[src/rtl/definitions_pkg.sv]
// Shared definitions for the edge-detection front end: streamer states,
// packing geometry and image size defaults.
package definitions_pkg;

  typedef enum logic [2:0] {
    IDLE,
    WAIT_CREDIT,
    PAD,
    STREAM,
    DONE
  } streamer_state_t;

  localparam int PIXELS_PER_WORD          = 4;
  localparam int IMAGE_WIDTH_DEFAULT      = 512;
  localparam int IMAGE_HEIGHT_DEFAULT     = 512;
  localparam int NUM_LINE_BUFFERS_DEFAULT = 4;
  localparam logic [7:0] PAD_PIXEL        = 8'h00;

endpackage

[src/rtl/row_credit_counter.sv]
// Saturating row-credit counter: starts full, increments on a released line
// buffer, decrements when a row begins, and flags when a credit is available.
module row_credit_counter #(
  parameter int MAX_CREDITS = 4
) (
  input  logic clk,
  input  logic rstN,
  input  logic inc,
  input  logic dec,
  output logic available
);

  localparam int CW = $clog2(MAX_CREDITS + 1);
  localparam logic [CW-1:0] FULL = CW'(MAX_CREDITS);

  logic [CW-1:0] count_reg, count_next;

  // A release and a row start in the same cycle cancel out.
  always_comb begin
    count_next = count_reg;
    if (inc && !dec) begin
      if (count_reg != FULL) count_next = count_reg + 1'b1;
    end else if (dec && !inc) begin
      count_next = count_reg - 1'b1;
    end
  end

  always_ff @(posedge clk) begin
    if (!rstN) count_reg <= FULL;
    else       count_reg <= count_next;
  end

  assign available = (count_reg != '0);

endmodule

[src/rtl/pixel_streamer.sv]
// Unpacks 32-bit pixel words into one 8-bit pixel per cycle with row-credit
// flow control. PIXEL_STREAMER_BORDER_PAD_EN adds a zero row above and below.
module pixel_streamer
  import definitions_pkg::*;
#(
  parameter int IMAGE_WIDTH      = IMAGE_WIDTH_DEFAULT,
  parameter int IMAGE_HEIGHT     = IMAGE_HEIGHT_DEFAULT,
  parameter int NUM_LINE_BUFFERS = NUM_LINE_BUFFERS_DEFAULT
) (
  input  logic        clk,
  input  logic        rstN,
  input  logic        start,
  input  logic [31:0] s_data,
  input  logic        s_valid,
  output logic        s_ready,
  input  logic        row_done,
  output logic [7:0]  pixel_out,
  output logic        pixel_out_valid,
  output logic        pixel_eol,
  output logic        busy,
  output logic        frame_done
);

`ifdef PIXEL_STREAMER_BORDER_PAD_EN
  localparam int TOTAL_ROWS = IMAGE_HEIGHT + 2;
`else
  localparam int TOTAL_ROWS = IMAGE_HEIGHT;
`endif
  localparam int COL_W  = $clog2(IMAGE_WIDTH);
  localparam int ROW_W  = $clog2(TOTAL_ROWS + 1);
  localparam int BYTE_W = $clog2(PIXELS_PER_WORD);
  localparam logic [COL_W-1:0]  LAST_COL  = COL_W'(IMAGE_WIDTH - 1);
  localparam logic [ROW_W-1:0]  LAST_ROW  = ROW_W'(TOTAL_ROWS - 1);
  localparam logic [BYTE_W-1:0] LAST_BYTE = BYTE_W'(PIXELS_PER_WORD - 1);

  streamer_state_t state_reg, state_next;
  logic [31:0]       word_reg, word_next;
  logic              word_valid_reg, word_valid_next;
  logic [BYTE_W-1:0] byte_idx_reg, byte_idx_next;
  logic [COL_W-1:0]  col_cnt_reg, col_cnt_next;
  logic [ROW_W-1:0]  row_cnt_reg, row_cnt_next;
  logic [7:0]        pixel_reg, pixel_next;
  logic              pixel_valid_reg, pixel_valid_next;
  logic              pixel_eol_reg, pixel_eol_next;
  logic              frame_done_reg, frame_done_next;
  logic              credit_take, credit_available;
  logic              end_of_row, last_row;

  row_credit_counter #(
    .MAX_CREDITS(NUM_LINE_BUFFERS)
  ) u_row_credit (
    .clk      (clk),
    .rstN     (rstN),
    .inc      (row_done),
    .dec      (credit_take),
    .available(credit_available)
  );

`ifdef PIXEL_STREAMER_BORDER_PAD_EN
  logic pad_row;
  assign pad_row = (row_cnt_reg == '0) || (row_cnt_reg == LAST_ROW);
`endif

  assign end_of_row = (col_cnt_reg == LAST_COL);
  assign last_row   = (row_cnt_reg == LAST_ROW);

  always_comb begin
    state_next       = state_reg;
    word_next        = word_reg;
    word_valid_next  = word_valid_reg;
    byte_idx_next    = byte_idx_reg;
    col_cnt_next     = col_cnt_reg;
    row_cnt_next     = row_cnt_reg;
    pixel_next       = PAD_PIXEL;
    pixel_valid_next = 1'b0;
    pixel_eol_next   = 1'b0;
    credit_take      = 1'b0;
    s_ready          = 1'b0;

    case (state_reg)
      IDLE: begin
        if (start) begin
          col_cnt_next = '0;
          row_cnt_next = '0;
          state_next   = WAIT_CREDIT;
        end
      end

      WAIT_CREDIT: begin
        if (credit_available) begin
          credit_take = 1'b1;
`ifdef PIXEL_STREAMER_BORDER_PAD_EN
          state_next  = pad_row ? PAD : STREAM;
`else
          state_next  = STREAM;
`endif
        end
      end

`ifdef PIXEL_STREAMER_BORDER_PAD_EN
      PAD: begin
        pixel_valid_next = 1'b1;
        col_cnt_next     = col_cnt_reg + 1'b1;
        if (end_of_row) begin
          pixel_eol_next = 1'b1;
          col_cnt_next   = '0;
          row_cnt_next   = row_cnt_reg + 1'b1;
          state_next     = last_row ? DONE : WAIT_CREDIT;
        end
      end
`endif

      STREAM: begin
        // The next word may only overlap the last byte if it belongs to this row.
        s_ready = !word_valid_reg || (byte_idx_reg == LAST_BYTE && !end_of_row);
        if (word_valid_reg) begin
          pixel_next       = word_reg[{byte_idx_reg, 3'b000} +: 8];
          pixel_valid_next = 1'b1;
          byte_idx_next    = byte_idx_reg + 1'b1;
          col_cnt_next     = col_cnt_reg + 1'b1;
          if (byte_idx_reg == LAST_BYTE) word_valid_next = 1'b0;
          if (end_of_row) begin
            pixel_eol_next  = 1'b1;
            col_cnt_next    = '0;
            row_cnt_next    = row_cnt_reg + 1'b1;
            word_valid_next = 1'b0;
            state_next      = last_row ? DONE : WAIT_CREDIT;
          end
        end
        if (s_valid && s_ready) begin
          word_next       = s_data;
          word_valid_next = 1'b1;
          byte_idx_next   = '0;
        end
      end

      DONE:    state_next = IDLE;
      default: state_next = IDLE;
    endcase

    frame_done_next = (state_reg == DONE);
  end

  always_ff @(posedge clk) begin
    if (!rstN) begin
      state_reg       <= IDLE;
      word_reg        <= '0;
      word_valid_reg  <= 1'b0;
      byte_idx_reg    <= '0;
      col_cnt_reg     <= '0;
      row_cnt_reg     <= '0;
      pixel_reg       <= 8'h00;
      pixel_valid_reg <= 1'b0;
      pixel_eol_reg   <= 1'b0;
      frame_done_reg  <= 1'b0;
    end else begin
      state_reg       <= state_next;
      word_reg        <= word_next;
      word_valid_reg  <= word_valid_next;
      byte_idx_reg    <= byte_idx_next;
      col_cnt_reg     <= col_cnt_next;
      row_cnt_reg     <= row_cnt_next;
      pixel_reg       <= pixel_next;
      pixel_valid_reg <= pixel_valid_next;
      pixel_eol_reg   <= pixel_eol_next;
      frame_done_reg  <= frame_done_next;
    end
  end

  assign pixel_out       = pixel_reg;
  assign pixel_out_valid = pixel_valid_reg;
  assign pixel_eol       = pixel_eol_reg;
  assign busy            = (state_reg != IDLE);
  assign frame_done      = frame_done_reg;

endmodule

[config.mk]
export PLATFORM = sky130hd
export DESIGN_NAME = pixel_streamer
export DESIGN_NICKNAME = d
export VERILOG_FILES = /design/src/rtl/definitions_pkg.sv /design/src/rtl/row_credit_counter.sv /design/src/rtl/pixel_streamer.sv
export SDC_FILE = /design/constraint.sdc
export NUM_CORES = 1
export LEC_CHECK = 0
export BUFFER_PORTS_ARGS = -buffer_cell sky130_fd_sc_hd__buf_2
export CAP_MARGIN = 20
export CORE_ASPECT_RATIO = 1.2
export CORE_MARGIN = 2
export CORE_UTILIZATION = 48
export DETAILED_ROUTE_END_ITERATION = 7
export PLACE_DENSITY = 0.75
export RECOVER_POWER = 100
export SLEW_MARGIN = 20
export SYNTH_ARGS = -nofsm -noshare
export SYNTH_HDL_FRONTEND = slang
export SYNTH_HIERARCHICAL = 1
export SYNTH_SLANG_ARGS = --single-unit
export TNS_END_PERCENT = 50
[constraint.sdc]
create_clock -name clk -period 3.7 [get_ports clk]
set_clock_uncertainty 0.05 [all_clocks]
set_input_delay 0.74 -clock clk [delete_from_list [all_inputs] [get_ports clk]]
set_output_delay 0.74 -clock clk [all_outputs]
set_load 0.05 [all_outputs]
==> metrics, run 1 <==
status=finished, violations left; failing checks=capacitance limit, slew limit; clk buf depth=2; fin crit share=about four fifths; Synth warnings=6; CTS root buffer=clkbuf_8; Critical Path, Cell by Cell=ha_1 > and4_1 > ha_1 > nand2b_1 > a21oi_1 > clkbuf_1; CP Launch Type=flip-flop; cells after synthesis=about 340; Layout area overhead=14.07%; GPL Wtd Cong=roughly 0.82; Pins Over Slew Limit=50; Fin. Hold Viols=0; PD cells=about 400 nW/um2; Leak Pwr=between 1 and 1.5 nW; Endpoint, Worst Hold=word_reg[1]; largest net degree at the start of global routing=50; Starting Density=49.55%; Fin Hold WS=approximately 0.42 ns; CTS Sinks=between 70 and 80; Compound-Gate Fraction of Synth Area=roughly 17%; Syn Nets=~380; Yosys cell types=between 50 and 60; first-pass GRT wire length=10.48 mm; Placed Instance Area=between 3000 and 4000 um2; Gates resized, CTS repair=0; HPWL Detailed=roughly 4.3 mm; setup tns final=0 ns; via count=2500; peak supply drop=between 0.2 and 0.25 mV; most common cell after layout, fill and taps aside=dfxtp_1; DRC Markers=0; Synth area leader=dfxtp_1; Mapped Area=around 3200 um2; Die H=between 90 and 100 um; Worst-path clk slew=0.07 ns; min-delay src=word_reg[1]; flop-to-flop setup slack=roughly 1.1 ns; Hold Path Depth=2; global route overflow=0; final instance area=3621 um2; Clock H-tree levels=3; Simple-Gate Fraction of Synth Area=22.59%; clk_lat worst skew=0.34 ns; mean cell area of the mapped netlist=about 9.3 um2; Top FF cell, synth=dfxtp_1; Layout Nets=roughly 430; post-placement cell count=between 400 and 500; io pins=50; xor and xnor area share after synthesis=3.863%; Initial DRC Count=between 90 and 100; worst min-delay path category=flip-flop to flip-flop; wire length per cell=12.94 um; synthesis-stage register bit count=71; vias per cell=between 5 and 6; ant diodes=0; mux contribution to synthesized area=under 10%; core outline area=6406 um2; FF-to-FF Start=u_row_credit/count_reg[0]; share of flip-flops with an asynchronous set or reset=0%; share of cells above drive strength 1=roughly 18%; area share of the leading cell type in the synthesized netlist=44.78%; final setup fails=0; Finished Layout Cells=roughly 470; CP max stage cell=clkbuf_1; Initial DRT Pass Iterations=4; Final Critical Period=3.021 ns; Post-synth EDFFs=0; # Post-CTS Setup Buffers=0; element type at the critical path end=output port; CTS Buf Count=9; FF-to-FF End=u_row_credit/count_reg[2]; DIE AREA=about 7300 um2; Max-Cap Viols=1; standard-cell row count=32; Final Util=56.52%; CTS tree=yes; Max transition margin=-12.11%; vias in the first global route=~2400; slew of the pin with the lowest slew margin=1.682 ns; achievable frequency=about 330 MHz; worst-path fanout max=4; max reg flops=32; Crit path required time=a little under 3 ns; register area share after synthesis=~45%; largest family of logic cells by synthesized area=simple AND/OR/NAND/NOR gates; Port Buffers=49; top cells by area, synth=dfxtp_1, nand2_1, a21boi_0; DRT antenna net count=0; CTS Hold Bufs=0; adder-cell share of the synthesized area=2.207%; slowest stage delay, CP=around 0.5 ns; GRT Total Usage=between 10% and 20%; RSZ-0062 raised after global routing=false; Post-Route WL=around 6 mm; Die W=between 70 and 80 um; length in cells of the worst reg-to-reg path=7; most frequent cells in the layout=dfxtp_1, nand2_1, a21boi_0, buf_2, nor2_1; CP Data Arrival Time=approximately 2.2 ns; most used cell along the critical path=ha_1; initial antenna violation count=0; kind of critical path=flip-flop to output port
-- how the worst max path moves through the flow --
stage                         from      endpoint  slack, ns  depth (start not counted)
global route                  rstN  pixel_out[0]       0.49                          4
floorplan           col_cnt_reg[0]       s_ready       1.03                          5
global placement    col_cnt_reg[0]       s_ready       1.26                          6
CTS                 col_cnt_reg[0]       s_ready       0.87                          6
detailed placement  col_cnt_reg[2]  word_reg[30]       1.19                          7
finish              col_cnt_reg[0]       s_ready       0.68                          6
-- area by class of cell --
type | instances | area [um2]
Sequential cell | 71 | 1421
Inverter | 7 | 26.28
Fill cell | 613 | 2785
Tap cell | 85 | 106.4
Timing Repair Buffer | 52 | 247.7
Multi-Input combinational cell | 243 | 1647
Clock buffer | 10 | 137.6
Clock inverter | 5 | 35.03
-- synth_stat cells, types with 2 or more instances --
cell,number
dfxtp_1,71
nand2_1,68
a21boi_0,31
nor2_1,20
clkbuf_1,14
nor2b_1,13
mux4_2,8
xnor2_1,8
inv_1,7
nand3_1,7
xor2_1,6
a211oi_1,5
a21boi_1,5
a21oi_1,5
buf_2,5
ha_1,4
nand2b_1,4
nand3b_1,4
nor3_1,4
o211ai_1,4
o21ai_0,4
and3_1,3
nand4_1,3
o2111ai_1,3
a2111oi_2,2
a21o_1,2
and2_1,2
and2b_1,2
and4_1,2
or3_1,2
or3b_1,2
-- report_power, final --
group          switching [mW]  internal [mW]  leakage [nW]
combinational          0.0666         0.0576         0.599
sequential             0.0173          0.778         0.573
clock                   0.285          0.257        0.0881
total                   0.369           1.09          1.26
-- stage by stage --
step,power [mW],worst slack (ns)
floorplan,0.9011,1.029
global placement,0.9364,1.262
detailed placement,0.9397,1.189
CTS,1.479,0.8713
global route,1.532,0.4855
finish,1.463,0.6795
-- worst max-delay path: cells and delay by family (launching register included) --
kind,cells,cell delay (ns)
flops,1,0.33
fa+ha+maj,2,0.45
buf+inv,1,0.50
compound gates,1,0.20
simple gates,2,0.42
-- layer usage --
metal  vias up  wire [um]  track usage [%]
met2        45       2962            30.46
met4         0        111            8.333
met3         9        258            4.633
met5         -          0                0
li1       1271          -                -
met1      1175       2790            22.13
-- logic make-up (layout without fill, tap and decap cells) --
logic type	after synthesis	count (layout)
AND/OR/NAND/NOR	145	145
AO/OA/AOI/OAI	70	70
adder cells (fa/ha/maj)	5	5
XOR/XNOR	14	14
flip-flops	71	71
multiplexers	9	9
buffers and inverters	28	74
No activity file was read; power rests on OpenSTA's default activity.
==> run 2: changes to the inputs <==
--- a/config.mk
+++ b/config.mk
@@ -5,13 +5,14 @@
 export SDC_FILE = /design/constraint.sdc
 export NUM_CORES = 1
 export LEC_CHECK = 0
+export ABC_AREA = 1
 export BUFFER_PORTS_ARGS = -buffer_cell sky130_fd_sc_hd__buf_2
 export CAP_MARGIN = 20
 export CORE_ASPECT_RATIO = 1.2
 export CORE_MARGIN = 2
 export CORE_UTILIZATION = 48
 export DETAILED_ROUTE_END_ITERATION = 7
-export PLACE_DENSITY = 0.75
+export PLACE_DENSITY = 0.78
 export RECOVER_POWER = 100
 export SLEW_MARGIN = 20
 export SYNTH_ARGS = -nofsm -noshare
==> constraint.sdc (replaced) <==
create_clock -name clk -period 2.5 [get_ports clk]
set_clock_uncertainty 0.05 [all_clocks]
set_input_delay 0.5 -clock clk [delete_from_list [all_inputs] [get_ports clk]]
set_output_delay 0.5 -clock clk [all_outputs]
set_load 0.05 [all_outputs]
==> run 2 against run 1 <==
Compared with the run above:
- the flow now finishes without violations
- count of clock-buffer cells in the layout did not move
- sequential share of layout area down 1.9 points
- via count is 24% higher
- routed wire length grew 26%
- hold slack got worse by 0.050 ns
- register-to-register slack worse by 0.86 ns
- synthesized area up 3.8%
- flip-flop and latch count unchanged
- global-route usage increased by 3.1 points
- non-clock buffer count rose by 4
- utilization is essentially flat
- critical endpoint unchanged
==> metrics, run 2 <==
Layout Nets=540; length in cells of the worst reg-to-reg path=11; share of flip-flops with an asynchronous set or reset=0%; vias per cell=5.251; CP Launch Type=flip-flop; RSZ-0062 raised after global routing=false; flop-to-flop setup slack=~0.25 ns; Layout area overhead=15.49%; Placed Instance Area=~3600 um2; Synth area leader=dfxtp_1; Max-Cap Viols=0; CTS Sinks=71; max reg flops=32; largest net degree at the start of global routing=50; element type at the critical path end=output port; register area share after synthesis=a little over two fifths; Worst-path clk slew=0.08 ns; CTS root buffer=clkbuf_8; peak supply drop=approximately 0.33 mV; min-delay src=s_data[20]; Yosys cell types=34; CP Data Arrival Time=approximately 1.8 ns; worst-path fanout max=4; cells after synthesis=452; kind of critical path=flip-flop to output port; mean cell area of the mapped netlist=between 7 and 8 um2; fin crit share=between 90% and 100%; layout filler cell count=around 650; Max transition margin=roughly three fifths; Final Critical Period=2.352 ns; Port Buffers=49; P_int=1.904 mW; post-route setup slack=between 0.1 and 0.15 ns; final setup fails=0; CTS Buf Count=9; FF-to-FF Start=col_cnt_reg[0]; achievable frequency=between 400 and 500 MHz; Clk network pwr share=about two fifths; pre-CTS setup slack=~0.17 ns; synthesis-stage register bit count=just over 70; Post-synth EDFFs=0; GRT Total Usage=21.38%; Initial DRT Pass Iterations=4; first-pass GRT wire length=approximately 13 mm; DRT antenna net count=0; final instance area=between 3000 and 4000 um2; Fin Hold WS=about 0.37 ns; via count=roughly 3100; Synth top cells by count=nand2_1, dfxtp_1, a21oi_1; top-count cell post-synth=nand2_1; slew of the pin with the lowest slew margin=~0.61 ns; Total Power=about 2.7 mW; Crit path required time=1.95 ns; global route overflow=0; NetSw=roughly 0.79 mW; share of cells above drive strength 1=between 10% and 20%; worst min-delay path category=primary input to flip-flop; Syn Nets=between 400 and 500; area share of the leading cell type in the synthesized netlist=between 40% and 50%; Die H=~95 um; Leak Pwr=around 1.4 nW; Seq pwr share=roughly 45%; standard-cell row count=33; vias in the first global route=about 2800; Top FF cell, synth=dfxtp_1; status=finished clean; Starting Density=48.97%; CTS Hold Bufs=0; HPWL Detailed=around 5.2 mm; setup tns final=0 ns; clk_lat worst skew=around 0.34 ns; crit path from=col_cnt_reg[1]; Hold Path Depth=3; most frequent cells in the layout=nand2_1, dfxtp_1, a21oi_1; DIE AREA=between 7000 and 8000 um2; PD cells=about 710 nW/um2; Synth warnings=6; Clock H-tree levels=3; Post-Route WL=7.732 mm; Fin. Hold Viols=0; Initial DRC Count=approximately 180; clk buf depth=2; initial antenna violation count=0; FF-to-FF End=word_reg[10]; Mapped Area=between 3000 and 4000 um2; Comb pwr share=between 10% and 20%; DRC Markers=0; GPL Wtd Cong=0.8121; CTS tree=yes; Endpoint, Worst Hold=word_reg[20]; most common cell after layout, fill and taps aside=nand2_1; ant diodes=0; wire length per cell=roughly 13 um; core outline area=roughly 6700 um2; switch share=29.38%; Die W=79.64 um; Pins Over Slew Limit=0; io pins=50; top cells by area, synth=dfxtp_1, nand2_1, a21oi_1
## run 2: cell count changes in the layout (fill, tap and decap cells not counted), moves of 26 or more
cell,change
inv_1,+38
o21ai_0,+26
nand3_1,+36
nor2_1,+26
a21oi_1,+51
a21boi_0,-36
## run 2: worst max-delay path by stage
stage	to	slack, ns	cells after the start
2_1_floorplan	s_ready	0.42	8
3_3_place_gp	s_ready	0.27	8
3_5_place_dp	word_reg[23]	0.17	10
4_1_cts	s_ready	0.05	8
5_1_grt	s_ready	0.01	8
6_report	s_ready	0.15	8
## run 2: what timing repair did
item | 4_1_cts | 5_1_grt
buffers inserted | 2 | 0
setup endpoints to repair | 1 | 34
pin swaps | 0 | 0
gates resized for setup | 3 | 3
cloned | 0 | 0
## run 2: kinds of logic (layout without fill, tap and decap cells)
| family | Yosys count | after routing | synth area share [%] |
|---|---|---|---|
| AO/OA/AOI/OAI | 107 | 107 | 18.03 |
| flip-flops | 71 | 71 | 43.13 |
| adder cells (fa/ha/maj) | 5 | 5 | 2.126 |
| buffers and inverters | 72 | 123 | 9.340 |
| XOR/XNOR | 1 | 1 | 0.2658 |
| AND/OR/NAND/NOR | 196 | 196 | 27.11 |
## run 2: metal layers
metal / wire length, um / global-route usage, % / share of wire [%] / vias up
met3: 369 / 5.449 / 4.8 / 17
met4: 151 / 9.339 / 2.0 / 0
met1: 3218 / 23.81 / 42 / 1432
met2: 3994 / 38.17 / 52 / 74
li1: - / - / - / 1575
met5: 0 / 0 / 0 / -
## run 2: worst max-delay path, stage by stage (launching register included)
cell      delay, ns
dfxtp_1        0.38
ha_1           0.20
nand2_1        0.11
nor3_2         0.17
ha_1           0.18
o21ai_1        0.10
nand2_2        0.10
clkinv_4       0.06
buf_6          0.15
## run 2: power by group through the flow
stage | clock network (mW) | logic [mW] | registers [mW]
detailed placement | 0 | 0.451 | 1.23
floorplan | 0 | 0.355 | 1.22
finish | 1.05 | 0.443 | 1.20
global route | 1.12 | 0.503 | 1.21
global placement | 0 | 0.434 | 1.23
CTS | 1.07 | 0.460 | 1.20
## run 2: layout make-up
| cell class | instances | area [um2] | share of cell area [%] |
|---|---|---|---|
| well taps | 87 | 108.9 | 2.860 |
| clock inverters | 6 | 93.84 | 2.465 |
| inverters | 51 | 198.9 | 5.227 |
| repair buffers | 56 | 284.0 | 7.462 |
| flip-flops and latches | 71 | 1423 | 37.38 |
| multi-input cells | 309 | 1560 | 40.99 |
| clock buffers | 10 | 137.6 | 3.616 |
## run 2: stage by stage
step                util (%)  cells
finish                 56.55    590
global route           56.55    590
CTS                    56.94    590
detailed placement     53.17    572
global placement       53.17    572
floorplan                  -    452
==> run 3: changes to the inputs <==
--- a/config.mk
+++ b/config.mk
@@ -10,9 +10,9 @@
 export CAP_MARGIN = 20
 export CORE_ASPECT_RATIO = 1.2
 export CORE_MARGIN = 2
-export CORE_UTILIZATION = 48
+export CORE_UTILIZATION = 35
 export DETAILED_ROUTE_END_ITERATION = 7
-export PLACE_DENSITY = 0.78
+export PLACE_DENSITY = 0.61
 export RECOVER_POWER = 100
 export SLEW_MARGIN = 20
 export SYNTH_ARGS = -nofsm -noshare
==> run 3 against run 2 <==
Compared with the run above:
- cell area is 1.1% higher
- sequential power hardly changed
- die area is 35% higher
- utilization is 14 points lower
- cell count is 5.8% higher
- largest power group unchanged
==> metrics, run 3 (synthesis gave the netlist of run 2 again) <==
ant diodes=0; CP Launch Type=flip-flop; Buf/Inv on CP=2; Crit path required time=1.95 ns; vias in the first global route=2964; CP Data Arrival Time=1.80 ns; worst-path fanout max=5; most frequent cells in the layout=nand2_1, dfxtp_1, a21oi_1; Final Util=around 42%; achievable frequency=about 430 MHz; max reg flops=32; wire length per cell=roughly 13 um; core outline area=slightly above 9000 um2; most used cell along the critical path=ha_1; FF-to-FF End=word_reg[24]; CTS root buffer=clkbuf_8; io pins=50; first-pass GRT wire length=roughly 13 mm; GRT Total Usage=16.60%; Worst-path clk slew=approximately 0.08 ns; Critical Path, Cell by Cell=ha_1 > nand2_1 > nor3_2 > ha_1 > o21ai_1 > nand2_2 > clkinv_4 > buf_6; Total Power=2.675 mW; post-route setup slack=roughly 0.15 ns; global route overflow=0; clk buf depth=2; Fin. Hold Viols=0; Clock H-tree levels=3; setup tns final=0 ns; peak supply drop=~0.26 mV; HPWL Detailed=5.469 mm; Finished Layout Cells=624; CTS Buf Count=9; Layout area overhead=16.78%; final setup fails=0; stages on the worst setup path=8; DRT antenna net count=0; element type at the critical path end=output port; Die W=92.58 um; PD cells=between 600 and 700 nW/um2; CTS Hold Bufs=0; CP top delay family=adder cells; RSZ-0062 raised after global routing=false; CTS Sinks=71; kind of critical path=flip-flop to output port; Setup crit end=s_ready; fin crit share=a little over nine tenths; Port Buffers=between 40 and 50; Starting Density=36.29%; Initial DRC Count=approximately 90; pre-CTS setup slack=~0.23 ns; layout filler cell count=between 900 and 1000; status=finished clean; slew of the pin with the lowest slew margin=approximately 0.61 ns; crit path from=col_cnt_reg[0]; Max-Cap Viols=0; most common cell after layout, fill and taps aside=nand2_1; largest net degree at the start of global routing=37; clk_lat worst skew=0.35 ns; area of the multi-input gates=~1500 um2; post-placement cell count=607; slowest stage delay, CP=about 0.34 ns; Initial DRT Pass Iterations=4; flop-to-flop setup slack=around 0.17 ns; standard-cell row count=38; CP max stage cell=dfxtp_2; Pins Over Slew Limit=0; GPL Wtd Cong=about 0.88; Max transition margin=59.63%; Reg area=1424 um2; initial antenna violation count=0; worst min-delay path category=primary input to flip-flop; Final Critical Period=around 2.4 ns; CTS tree=yes; via count=3097; share of cells above drive strength 1=roughly 17%; Leak Pwr=between 1 and 1.5 nW; length in cells of the worst reg-to-reg path=12; Die H=roughly 110 um; Layout Nets=~540; Post-Route WL=a little over 8 mm; vias per cell=about 5.0; DIE AREA=10210 um2; FF-to-FF Start=col_cnt_reg[0]; DRC Markers=0
## run 3: cell types whose count changed in the layout (fill, tap and decap cells not counted), sizes merged
cell	previous run	this run
inv	48	49
buf	42	44
clkinv	6	5
clkbuf	24	23
## run 3: layout make-up
cell class	instances	share of cell area, %
Sequential cell	71	37.00
Tap cell	120	3.901
Clock inverter	6	2.438
Multi-Input combinational cell	309	40.25
Timing Repair Buffer	57	7.932
Clock buffer	10	3.316
Inverter	51	5.169
## run 3: where the power goes
group          total (mW)  internal [mW]  switching [mW]
clock network        1.04          0.569           0.467
logic               0.437          0.138           0.299
registers            1.20           1.17          0.0295
total                2.67           1.88           0.796
## run 3: per-layer routing
metal | wire length [um] | track usage (%)
met1 | 3466 | 17.99
met2 | 4117 | 31.07
met3 | 398 | 5.099
met4 | 97 | 4.904
met5 | 0 | 0
## run 3: worst min path at each step
stage	start	end	cells past startpoint
finish	s_data[20]	word_reg[20]	3
global placement	word_reg[27]	word_reg[27]	2
floorplan	word_reg[27]	word_reg[27]	2
detailed placement	word_reg[29]	word_reg[29]	2
global route	s_data[23]	word_reg[23]	3
CTS	s_data[7]	word_reg[7]	3
## run 3: repair_timing
item                       CTS  global route
setup endpoints to repair    1            24
buffers inserted             1             0
gates resized for setup      2             5
pin swaps                    0             0
## run 3: worst register-to-register path, stage by stage (launching register included)
cell,delay [ns]
dfxtp_2,0.34
ha_1,0.22
nand2_1,0.14
nor3_2,0.06
ha_1,0.19
o21ai_1,0.19
nand2_2,0.09
clkinv_4,0.07
buf_4,0.22
nand2_4,0.16
buf_12,0.22
o21ai_0,0.23
a21oi_2,0.05
## run 3: through the flow
| step | instance area [um2] | hold WS [ns] |
|---|---|---|
| after floorplan | 3296 | 0.3802 |
| after global routing | 3849 | 0.3501 |
| after global placement | 3647 | 0.3923 |
| after detailed placement | 3647 | 0.3975 |
| final | 3849 | 0.3588 |
| after CTS | 3882 | 0.3461 |
